==> config.mk <==
export PLATFORM = sky130hd
export DESIGN_NAME = c3aibadapt_avmm_usr32_nrw
export DESIGN_NICKNAME = d
export VERILOG_FILES = /design/src/rtl/c3aibadapt_avmm_nrw_pkg.sv /design/src/rtl/c3aibadapt_avmm_lane_sel.sv /design/src/rtl/c3aibadapt_avmm_usr32_nrw.sv
export SDC_FILE = /design/constraint.sdc
export NUM_CORES = 1
export LEC_CHECK = 0
export CAP_MARGIN = 20
export CORE_UTILIZATION = 30
export DETAILED_ROUTE_END_ITERATION = 6
export PLACE_DENSITY = 0.6
export REMOVE_ABC_BUFFERS = 1
export SKIP_LAST_GASP = 1
export SYNTH_ARGS = -nofsm -noshare
export SYNTH_HDL_FRONTEND = slang
export SYNTH_HIERARCHICAL = 1
export SYNTH_SLANG_ARGS = --single-unit
export TNS_END_PERCENT = 20
==> constraint.sdc <==
create_clock -name i_usr_avmm_clk -period 14.32 [get_ports i_usr_avmm_clk]
set_input_delay 3.58 -clock i_usr_avmm_clk [delete_from_list [all_inputs] [get_ports i_usr_avmm_clk]]
set_output_delay 3.58 -clock i_usr_avmm_clk [all_outputs]
set_load 0.05 [all_outputs]
==> src/rtl/c3aibadapt_avmm_nrw_pkg.sv <==
// Shared types and helpers for the USR AVMM 32-to-8 narrowing bridge.
package c3aibadapt_avmm_nrw_pkg;

  typedef enum logic [2:0] {
    ST_IDLE    = 3'd0,
    ST_ISSUE   = 3'd1,
    ST_WAIT_RD = 3'd2,
    ST_WAIT_WR = 3'd3,
    ST_DONE    = 3'd4
  } nrw_state_e;

  localparam int LANES           = 4;
  localparam int LANE_W          = 8;
  localparam int DEF_TIMEOUT_CYC = 255;

  function automatic logic [LANE_W-1:0] lane_byte(input logic [LANES*LANE_W-1:0] d,
                                                  input logic [1:0] k);
    case (k)
      2'd0:    return d[7:0];
      2'd1:    return d[15:8];
      2'd2:    return d[23:16];
      default: return d[31:24];
    endcase
  endfunction

  function automatic logic [LANES*LANE_W-1:0] lane_merge(input logic [LANES*LANE_W-1:0] d,
                                                         input logic [1:0] k,
                                                         input logic [LANE_W-1:0] b);
    logic [LANES*LANE_W-1:0] r;
    r = d;
    case (k)
      2'd0:    r[7:0]   = b;
      2'd1:    r[15:8]  = b;
      2'd2:    r[23:16] = b;
      default: r[31:24] = b;
    endcase
    return r;
  endfunction

  function automatic logic [LANES-1:0] lane_bit(input logic [1:0] k);
    return 4'b0001 << k;
  endfunction

endpackage

==> src/rtl/c3aibadapt_avmm_lane_sel.sv <==
// Lowest-set-bit encoder over the pending byte-lane mask.
module c3aibadapt_avmm_lane_sel
  import c3aibadapt_avmm_nrw_pkg::*;
(
  input  logic [LANES-1:0] mask,
  output logic [1:0]       idx,
  output logic             any_set
);

  // lowest pending lane wins so bytes always go out in ascending order
  always_comb begin
    any_set = |mask;
    if (mask[0])      idx = 2'd0;
    else if (mask[1]) idx = 2'd1;
    else if (mask[2]) idx = 2'd2;
    else if (mask[3]) idx = 2'd3;
    else              idx = 2'd0;
  end

endmodule

==> src/rtl/c3aibadapt_avmm_usr32_nrw.sv <==
// Dword-to-byte AVMM narrowing bridge: one byte transaction per enabled lane.
// Optional response timeout enabled by defining C3AIBADAPT_AVMM_NRW_TIMEOUT_EN.
module c3aibadapt_avmm_usr32_nrw
  import c3aibadapt_avmm_nrw_pkg::*;
#(
  parameter int ADDR_W      = 19,
  parameter int TIMEOUT_CYC = DEF_TIMEOUT_CYC
) (
  input  logic              i_usr_avmm_clk,
  input  logic              i_usr_avmm_rst,
  input  logic              i_usr_avmm32_read,
  input  logic              i_usr_avmm32_write,
  input  logic [ADDR_W-3:0] i_usr_avmm32_addr,
  input  logic [31:0]       i_usr_avmm32_wdata,
  input  logic [3:0]        i_usr_avmm32_byte_en,
  output logic [31:0]       o_usr_avmm32_rdata,
  output logic              o_usr_avmm32_rdatavalid,
  output logic              o_usr_avmm32_waitrequest,
  output logic              o_usr_avmm_read,
  output logic              o_usr_avmm_write,
  output logic [ADDR_W-1:0] o_usr_avmm_addr,
  output logic [7:0]        o_usr_avmm_wdata,
  input  logic [7:0]        i_usr_avmm_rdata,
  input  logic              i_usr_avmm_readdatavalid,
  input  logic              i_usr_avmm_writedone,
  input  logic              i_usr_avmm_waitrequest,
  output logic              o_usr_avmm32_timeout
);

  nrw_state_e        state_r;
  logic [ADDR_W-3:0] addr_r;
  logic [31:0]       wdata_r;
  logic [31:0]       rdbuf_r;
  logic [3:0]        mask_r;
  logic              is_read_r;
  logic [1:0]        k_r;
  logic              rst_dly_r;

  logic              accept_s;
  logic              tmo_hit_s;
  logic              rd_resp_s;
  logic              wr_resp_s;
  logic [7:0]        resp_byte_s;
  logic [3:0]        mask_nxt_s;
  logic [ADDR_W-3:0] addr_src_s;
  logic [31:0]       wdata_src_s;
  logic [1:0]        k_nxt_s;
  logic              any_nxt_s;

`ifdef C3AIBADAPT_AVMM_NRW_TIMEOUT_EN
  localparam int TMO_W = $clog2(TIMEOUT_CYC + 1);
  logic [TMO_W-1:0] tmo_cnt_r;
  logic             waiting_s;
  logic             real_resp_s;

  assign waiting_s   = (state_r == ST_WAIT_RD) || (state_r == ST_WAIT_WR);
  assign real_resp_s = ((state_r == ST_WAIT_RD) && i_usr_avmm_readdatavalid) ||
                       ((state_r == ST_WAIT_WR) && i_usr_avmm_writedone);
  assign tmo_hit_s   = waiting_s && !real_resp_s && (tmo_cnt_r == TMO_W'(TIMEOUT_CYC - 1));

  // wait-cycle counter, restarted for every lane issued
  always_ff @(posedge i_usr_avmm_clk or posedge i_usr_avmm_rst) begin
    if (i_usr_avmm_rst)  tmo_cnt_r <= '0;
    else if (waiting_s)  tmo_cnt_r <= tmo_cnt_r + TMO_W'(1);
    else                 tmo_cnt_r <= '0;
  end

  // sticky flag: only reset clears it
  always_ff @(posedge i_usr_avmm_clk or posedge i_usr_avmm_rst) begin
    if (i_usr_avmm_rst)  o_usr_avmm32_timeout <= 1'b0;
    else if (tmo_hit_s)  o_usr_avmm32_timeout <= 1'b1;
  end
`else
  assign tmo_hit_s            = 1'b0;
  assign o_usr_avmm32_timeout = 1'b0;
`endif

  // next-lane selection: from the incoming command in IDLE, else from what remains
  always_comb begin
    accept_s  = (state_r == ST_IDLE) && !o_usr_avmm32_waitrequest &&
                (i_usr_avmm32_read || i_usr_avmm32_write);
    rd_resp_s = (state_r == ST_WAIT_RD) && (i_usr_avmm_readdatavalid || tmo_hit_s);
    wr_resp_s = (state_r == ST_WAIT_WR) && (i_usr_avmm_writedone || tmo_hit_s);
    resp_byte_s = tmo_hit_s ? 8'hFF : i_usr_avmm_rdata;
    if (state_r == ST_IDLE) begin
      mask_nxt_s  = i_usr_avmm32_byte_en;
      addr_src_s  = i_usr_avmm32_addr;
      wdata_src_s = i_usr_avmm32_wdata;
    end else begin
      mask_nxt_s  = mask_r & ~lane_bit(k_r);
      addr_src_s  = addr_r;
      wdata_src_s = wdata_r;
    end
  end

  c3aibadapt_avmm_lane_sel u_lane_sel (
    .mask    (mask_nxt_s),
    .idx     (k_nxt_s),
    .any_set (any_nxt_s)
  );

  // main sequencer; all outputs are registered here
  always_ff @(posedge i_usr_avmm_clk or posedge i_usr_avmm_rst) begin
    if (i_usr_avmm_rst) begin
      state_r                  <= ST_IDLE;
      addr_r                   <= '0;
      wdata_r                  <= 32'h0000_0000;
      rdbuf_r                  <= 32'h0000_0000;
      mask_r                   <= 4'b0000;
      is_read_r                <= 1'b0;
      k_r                      <= 2'd0;
      rst_dly_r                <= 1'b1;
      o_usr_avmm32_rdata       <= 32'h0000_0000;
      o_usr_avmm32_rdatavalid  <= 1'b0;
      o_usr_avmm32_waitrequest <= 1'b1;
      o_usr_avmm_read          <= 1'b0;
      o_usr_avmm_write         <= 1'b0;
      o_usr_avmm_addr          <= '0;
      o_usr_avmm_wdata         <= 8'h00;
    end else begin
      rst_dly_r               <= 1'b0;
      o_usr_avmm32_rdatavalid <= 1'b0;
      case (state_r)
        ST_IDLE: begin
          if (accept_s) begin
            addr_r    <= i_usr_avmm32_addr;
            wdata_r   <= i_usr_avmm32_wdata;
            mask_r    <= i_usr_avmm32_byte_en;
            rdbuf_r   <= 32'h0000_0000;
            is_read_r <= i_usr_avmm32_read;
            if (!any_nxt_s) begin
              state_r                  <= i_usr_avmm32_read ? ST_DONE : ST_IDLE;
              o_usr_avmm32_waitrequest <= i_usr_avmm32_read;
            end else begin
              state_r                  <= ST_ISSUE;
              k_r                      <= k_nxt_s;
              o_usr_avmm_addr          <= {addr_src_s, k_nxt_s};
              o_usr_avmm_wdata         <= lane_byte(wdata_src_s, k_nxt_s);
              o_usr_avmm_read          <= i_usr_avmm32_read;
              o_usr_avmm_write         <= !i_usr_avmm32_read;
              o_usr_avmm32_waitrequest <= 1'b1;
            end
          end else begin
            o_usr_avmm32_waitrequest <= rst_dly_r;
          end
        end
        ST_ISSUE: begin
          if (!i_usr_avmm_waitrequest) begin
            o_usr_avmm_read  <= 1'b0;
            o_usr_avmm_write <= 1'b0;
            state_r          <= is_read_r ? ST_WAIT_RD : ST_WAIT_WR;
          end
        end
        ST_WAIT_RD, ST_WAIT_WR: begin
          if (rd_resp_s || wr_resp_s) begin
            mask_r <= mask_nxt_s;
            if (rd_resp_s) rdbuf_r <= lane_merge(rdbuf_r, k_r, resp_byte_s);
            if (!any_nxt_s) begin
              state_r                  <= is_read_r ? ST_DONE : ST_IDLE;
              o_usr_avmm32_waitrequest <= is_read_r;
            end else begin
              state_r          <= ST_ISSUE;
              k_r              <= k_nxt_s;
              o_usr_avmm_addr  <= {addr_src_s, k_nxt_s};
              o_usr_avmm_wdata <= lane_byte(wdata_src_s, k_nxt_s);
              o_usr_avmm_read  <= is_read_r;
              o_usr_avmm_write <= !is_read_r;
            end
          end
        end
        ST_DONE: begin
          o_usr_avmm32_rdata       <= rdbuf_r;
          o_usr_avmm32_rdatavalid  <= 1'b1;
          o_usr_avmm32_waitrequest <= 1'b0;
          state_r                  <= ST_IDLE;
        end
        default: begin
          state_r                  <= ST_IDLE;
          o_usr_avmm_read          <= 1'b0;
          o_usr_avmm_write         <= 1'b0;
          o_usr_avmm32_waitrequest <= 1'b1;
        end
      endcase
    end
  end

endmodule

Yosys cells after proc, flatten, opt, wreduce, memory -nomap -nowiden
Cells that the tools add are included.
Word-level totals
  flip-flop bits (word level): 155
  latch bits: 0
  memory bits (writable): 0
  ROM bits: 0
  input bits: 68
  output and inout bits: 64
  logic and storage cells: 124
  memories kept: 0
Operators by class
  add/subtract/negate cells: 0
  multiply operators: 0
  divide/modulo/power cells: 0
  $lt $le $gt $ge: 0
  equality and inequality tests: 19
  shift-type cells: 1
  multiplexer cells: 57
  bitwise logic cells: 4
  reduce and logical (&&, ||, !) cells: 25
Operators by type and width (number)
  32-bit two-way mux: 4
  32-bit one-hot mux with 2 select lines: 1
  19-bit two-way mux: 3
  8-bit two-way mux: 7
  19-bit one-hot mux with 2 select lines: 1
  8-bit one-hot mux with 3 select lines: 1
  3-bit two-way mux: 7
  5-bit AND reduction: 4
  17-bit two-way mux: 1
  2-bit inequality test (second input constant): 8
  8-bit one-hot mux with 2 select lines: 1
  1-bit two-way mux: 15
  2-bit two-way mux: 7
  4-bit two-way mux: 3
  1-bit one-hot mux with 4 select lines: 3
  3-bit one-hot mux with 3 select lines: 1
  3-bit AND reduction: 3
  4-bit one-hot mux with 2 select lines: 1
  3-bit by 2-bit == test with 1-bit output (second input constant): 2
  2-bit by 1-bit inequality test with 1-bit output (second input constant): 3
  6-bit AND reduction: 1
  4-bit AND: 1
  2-bit by 1-bit == test with 1-bit output (second input constant): 2
  2-bit == test (second input constant): 2
  other kinds (16): 24

Logic depth before layout (Yosys ltp)
  depth in word-level cells: 13
  gate-level depth with buffers: 15
  gate-level depth less buffers: 9

Modules after synthesis
The synthesis kept the hierarchy.
By module, submodules not included
  c3aibadapt_avmm_usr32_nrw: times used 1, cells each 532, area each 6872.8 sq um, seq. area each 3831.2 sq um
  c3aibadapt_avmm_lane_sel: times used 1, cells each 7, area each 35.0 sq um, seq. area each 0.0 sq um

Least setup slack after synthesis
Ideal clock, no wire load.
  path type: input-to-reg
  start point: input port i_usr_avmm32_byte_en[2]
  end point: register o_usr_avmm_wdata[2]
  arrival: 5.298 ns
  required time: 14.195 ns
  slack: 8.897 ns
  stages on the path: 10
  path buffers: 2
  cell sequence: nand2_1 > o21ai_0 > nand2b_1 > a21oi_2 > clkbuf_1 > clkbuf_1 > mux2i_1 > o211ai_1 > a22o_1 > mux2_2
On the way
  word-level cells in the longest chain between the ends: 9
  elaborated cells between the ends (all ways): 13
  classes of those cells: eq/ne (2); mux (9); reduce/logical (2)
RTL lines
  start: declaration: RTL line c3aibadapt_avmm_usr32_nrw.sv:15  | input logic [3:0] i_usr_avmm32_byte_en,
  4-bit two-way mux (*): RTL line c3aibadapt_avmm_usr32_nrw.sv:85  | if (state_r == ST_IDLE) begin
  via mask_nxt_s[2]: RTL line c3aibadapt_avmm_usr32_nrw.sv:44  | logic [3:0] mask_nxt_s;
  2-bit two-way mux (*): RTL line c3aibadapt_avmm_lane_sel.sv:15  | else if (mask[2]) idx = 2'd2;
  2-bit two-way mux (*): RTL line c3aibadapt_avmm_lane_sel.sv:14  | else if (mask[1]) idx = 2'd1;
  2-bit two-way mux (*): RTL line c3aibadapt_avmm_lane_sel.sv:13  | if (mask[0]) idx = 2'd0;
  via k_nxt_s[0]: RTL line c3aibadapt_avmm_usr32_nrw.sv:47  | logic [1:0] k_nxt_s;
  2-bit == test, or another cell as far along: RTL line c3aibadapt_avmm_nrw_pkg.sv:18  | case (k)
  8-bit one-hot mux with 3 select lines (*): RTL line c3aibadapt_avmm_nrw_pkg.sv:18
  8-bit two-way mux (*): RTL line c3aibadapt_avmm_usr32_nrw.sv:158  | if (!any_nxt_s) begin
  8-bit two-way mux (on tied branches): RTL line c3aibadapt_avmm_usr32_nrw.sv:155, c3aibadapt_avmm_usr32_nrw.sv:125
  8-bit one-hot mux with 2 select lines (*): RTL line c3aibadapt_avmm_usr32_nrw.sv:123  | case (state_r)
  end signal: assignment: RTL line c3aibadapt_avmm_usr32_nrw.sv:138  | o_usr_avmm_wdata <= lane_byte(wdata_src_s, k_nxt_s);
  end signal: assignment: RTL line c3aibadapt_avmm_usr32_nrw.sv:165  | o_usr_avmm_wdata <= lane_byte(wdata_src_s, k_nxt_s);
  end: declaration: RTL line c3aibadapt_avmm_usr32_nrw.sv:22  | output logic [7:0] o_usr_avmm_wdata,
Mark *: on every way through the listed nets, which the timed path passes. The rest lies on a longest branch. The select of a mux whose other input is x is not followed.
A chain may end at the register's enable or synchronous reset.

Worst setup path in the final report
  start point: input port i_usr_avmm32_byte_en[1]
  end point: register o_usr_avmm_wdata[0]
On the way
  word-level cells in the longest chain between the ends: 8
  elaborated cells between the ends (all ways): 12
  classes of those cells: eq/ne (2); mux (8); reduce/logical (2)
RTL lines (RTL line)
  4-bit two-way mux (*): c3aibadapt_avmm_usr32_nrw.sv:85
  via mask_nxt_s[1]: c3aibadapt_avmm_usr32_nrw.sv:44
  2-bit two-way mux (*): c3aibadapt_avmm_lane_sel.sv:14
  2-bit two-way mux (*): c3aibadapt_avmm_lane_sel.sv:13
  via k_nxt_s[0]: c3aibadapt_avmm_usr32_nrw.sv:47
  2-bit == test, or another cell as far along: c3aibadapt_avmm_nrw_pkg.sv:18
  8-bit one-hot mux with 3 select lines (*): c3aibadapt_avmm_nrw_pkg.sv:18
  8-bit two-way mux (*): c3aibadapt_avmm_usr32_nrw.sv:158
  8-bit two-way mux (on tied branches): c3aibadapt_avmm_usr32_nrw.sv:155, c3aibadapt_avmm_usr32_nrw.sv:125
  8-bit one-hot mux with 2 select lines (*): c3aibadapt_avmm_usr32_nrw.sv:123
Marked as above.

==> flow_summary.json <==
{
  "start_kind": "input pin",
  "clkSlewWorstSetupHoldPaths_ns": 0.06,
  "io_buffers": 130,
  "required_ns": 14.62,
  "cts_setup_buffers": 0,
  "synth-async-reset-ratio": 1.00,
  "layout_common_cells": "mux2_2 (157), dfrtp_1 (151), clkdlybuf4s50_1 (130)",
  "ys_types": 40,
  "viasPerCell": 4.86,
  "hpwl_um": 10800,
  "clockBufferDepth": 2,
  "drt_pre_antenna_iters": 5,
  "drc_errors": 0,
  "ant_nets": 0,
  "combPwrFrac": 0.524,
  "layout_min_cycle_time_ns": 5.78,
  "cts_tree": "built",
  "wire_per_inst_um": 16.8,
  "multi_input_area_um2": 2920,
  "initial_core_util": 0.305,
  "rsz0062_at_grt": "no",
  "cts_sinks": 153,
  "htree_num_levels": 4,
  "grt_antenna_before_repair": 0,
  "vias": 4672,
  "gp_congestion": 0.803,
  "seqPwrFrac": 0.293,
  "finalSetupViolCount": 0,
  "synthToLayoutAreaGrowth_pct": 32.6,
  "fp.dieW_um": 154,
  "die_h_um": 154,
  "maxSlewViolCount": 0,
  "outcome": "complete, no violations",
  "yosys.area.top_type": "dfrtp_1",
  "p_leak_nw": 3.95,
  "hold_depth": 1,
  "drt_iter0_markers": 176,
  "drive_gt1_frac": 0.310,
  "cts_root_buffer": "clkbuf_16",
  "hold_viol": 0,
  "track_usage": 0.143,
  "ir_drop_uv": 145,
  "numCtsBuffers": 17,
  "ctsResizeCount": 0,
  "clk_latency_ns": 0.43,
  "synth-edff-count": 0,
  "clock.fmax_mhz": 173,
  "cts_hold_buf": 0,
  "end_kind": "register",
  "grt-ovfl-total": 0,
  "register_area_um2": 3830,
  "period_share": 0.403,
  "ys_seq_area_frac": 0.555,
  "tns_ns": 0,
  "grt_pass1_vias": 4816,
  "powerDensity_nw_per_um2": 285,
  "diodes": 0,
  "max_slew_margin": 0.481,
  "ys.flop_type": "dfrtp_1",
  "ys_seq_elements": 153,
  "synth_top_area_share": 0.547,
  "drt-total-wl_um": 16200,
  "synthCells": 539,
  "path_max_fanout": 34,
  "p_switching_w": 0.00107,
  "cell_internal_pwr_w": 0.00154,
  "cap_violations": 0,
  "fin_skew_ns": 0.00939,
  "fin_ws_ns": 8.54,
  "dp_slack_ns": 8.11,
  "path_class": "input pin to register",
  "final_common_cell": "mux2_2",
  "rows": 55,
  "worst_pin_slew_ns": 0.777,
  "yosysWarningCount": 6,
  "r2r_setup_slack_ns": 11.06,
  "design_area_um2": 9160,
  "netlist_area_um2": 6910,
  "io_pins": 132,
  "core_um2": 22600,
  "clockPowerShare": 0.183,
  "p_sw_frac": 0.410,
  "die-area_um2": 23600,
  "arrival_ns": 6.08,
  "grt_pass1_wl_um": 26200,
  "hold_path_class": "register to register",
  "synth_area_leaders": "dfrtp_1 (55%), mux2_2 (26%), nand2_1 (3.5%), mux2i_1 (2.3%), o211ai_1 (1.5%)",
  "rr_worst_depth": 9,
  "final_nets": 733,
  "grt_max_degree": 84,
  "n_fill_cell": 2116,
  "dpl_cell_area_um2": 8510,
  "syn_avg_cell_area_um2": 12.8
}
## sequential cells by signal (all words and copies together), names as in the netlist
name / count
mask_r: 4
rdbuf_r: 32
addr_r: 17
o_usr_avmm32_waitrequest: 1
o_usr_avmm_write: 1
is_read_r: 1
o_usr_avmm_read: 1
o_usr_avmm_wdata: 8
wdata_r: 32
o_usr_avmm32_rdata: 32
o_usr_avmm32_rdatavalid: 1
k_r: 1
o_usr_avmm_addr: 18
rst_dly_r: 1
state_r: 3
## stage by stage
step	cells	util	total power [W]	hold slack [ns]
floorplan	506	-	0.00172	0.473
global placement	929	0.375	0.00210	0.481
detailed placement	930	0.376	0.00215	0.486
CTS	961	0.403	0.00264	0.501
global route	962	0.404	0.00277	0.515
finish	962	0.404	0.00261	0.496
## logic make-up after synthesis
logic type | count (synthesis) | share of synthesized area
AOI/OAI and AO/OA | 51 | 0.0556
buffers and inverters | 38 | 0.0272
DFF | 153 | 0.555
muxes | 173 | 0.279
other | 1 | 0.000543
and+or+nand+nor | 123 | 0.0830
## layer usage
| metal | wire [um] | GRT usage | vias to the layer above |
|---|---|---|---|
| met1 | 7230 | 0.181 | 2381 |
| met5 | 0 | 0 | - |
| met3 | 496 | 0.0318 | 18 |
| li1 | - | - | 2159 |
| met2 | 8200 | 0.241 | 114 |
| met4 | 226 | 0.0448 | 0 |
## worst paths after layout
kind	start	end
max in group asynchronous	i_usr_avmm_rst	state_r[1]
min in group asynchronous	i_usr_avmm_rst	rdbuf_r[15]
setup reg to reg	state_r[1]	o_usr_avmm_wdata[0]
setup / recovery	i_usr_avmm32_byte_en[1]	o_usr_avmm_wdata[0]
hold / removal	rdbuf_r[7]	o_usr_avmm32_rdata[7]
hold reg to reg	rdbuf_r[7]	o_usr_avmm32_rdata[7]
## synth_stat cells, types with 2 or more instances
cell type  instances
a22o_1            10
a31oi_1            4
mux2i_1           16
nor2_1            14
clkbuf_1           9
and2_1             8
nand3_1           19
o21ai_0            8
o211ai_1          14
dfstp_2            2
nor2b_1            5
nand2_1           64
dfrtp_1          151
inv_1              4
a21oi_2            3
buf_4              4
a221oi_1           2
buf_1              2
buf_2             18
o22ai_1            2
mux2_2           157
nand2b_1           5
## cell type report
cell class,instances,share of cell area
clock buffer,18,0.0469
clock inverter,13,0.0210
inverter,4,0.00219
multi-input combinational,349,0.319
sequential,153,0.418
tap,285,0.0389
timing repair buffer,140,0.154
## critical path, stage by stage
cell	delay, ns
clkdlybuf4s50_1	0.49
nand2_1	0.07
o21ai_0	0.18
inv_1	0.13
a21oi_4	0.13
buf_4	0.42
mux2_2	0.39
a221oi_1	0.28
o32ai_1	0.13
mux2_2	0.27
## power by group through the flow
stage / sequential [W] / combinational, W / clock, W
2_1_floorplan: 0.00102 / 0.000698 / 0
3_3_place_gp: 0.000761 / 0.00134 / 0
3_5_place_dp: 0.000773 / 0.00138 / 0
4_1_cts: 0.000766 / 0.00138 / 0.000495
5_1_grt: 0.000793 / 0.00146 / 0.000512
6_report: 0.000765 / 0.00137 / 0.000478
No activity file was read; power rests on OpenSTA's default activity.
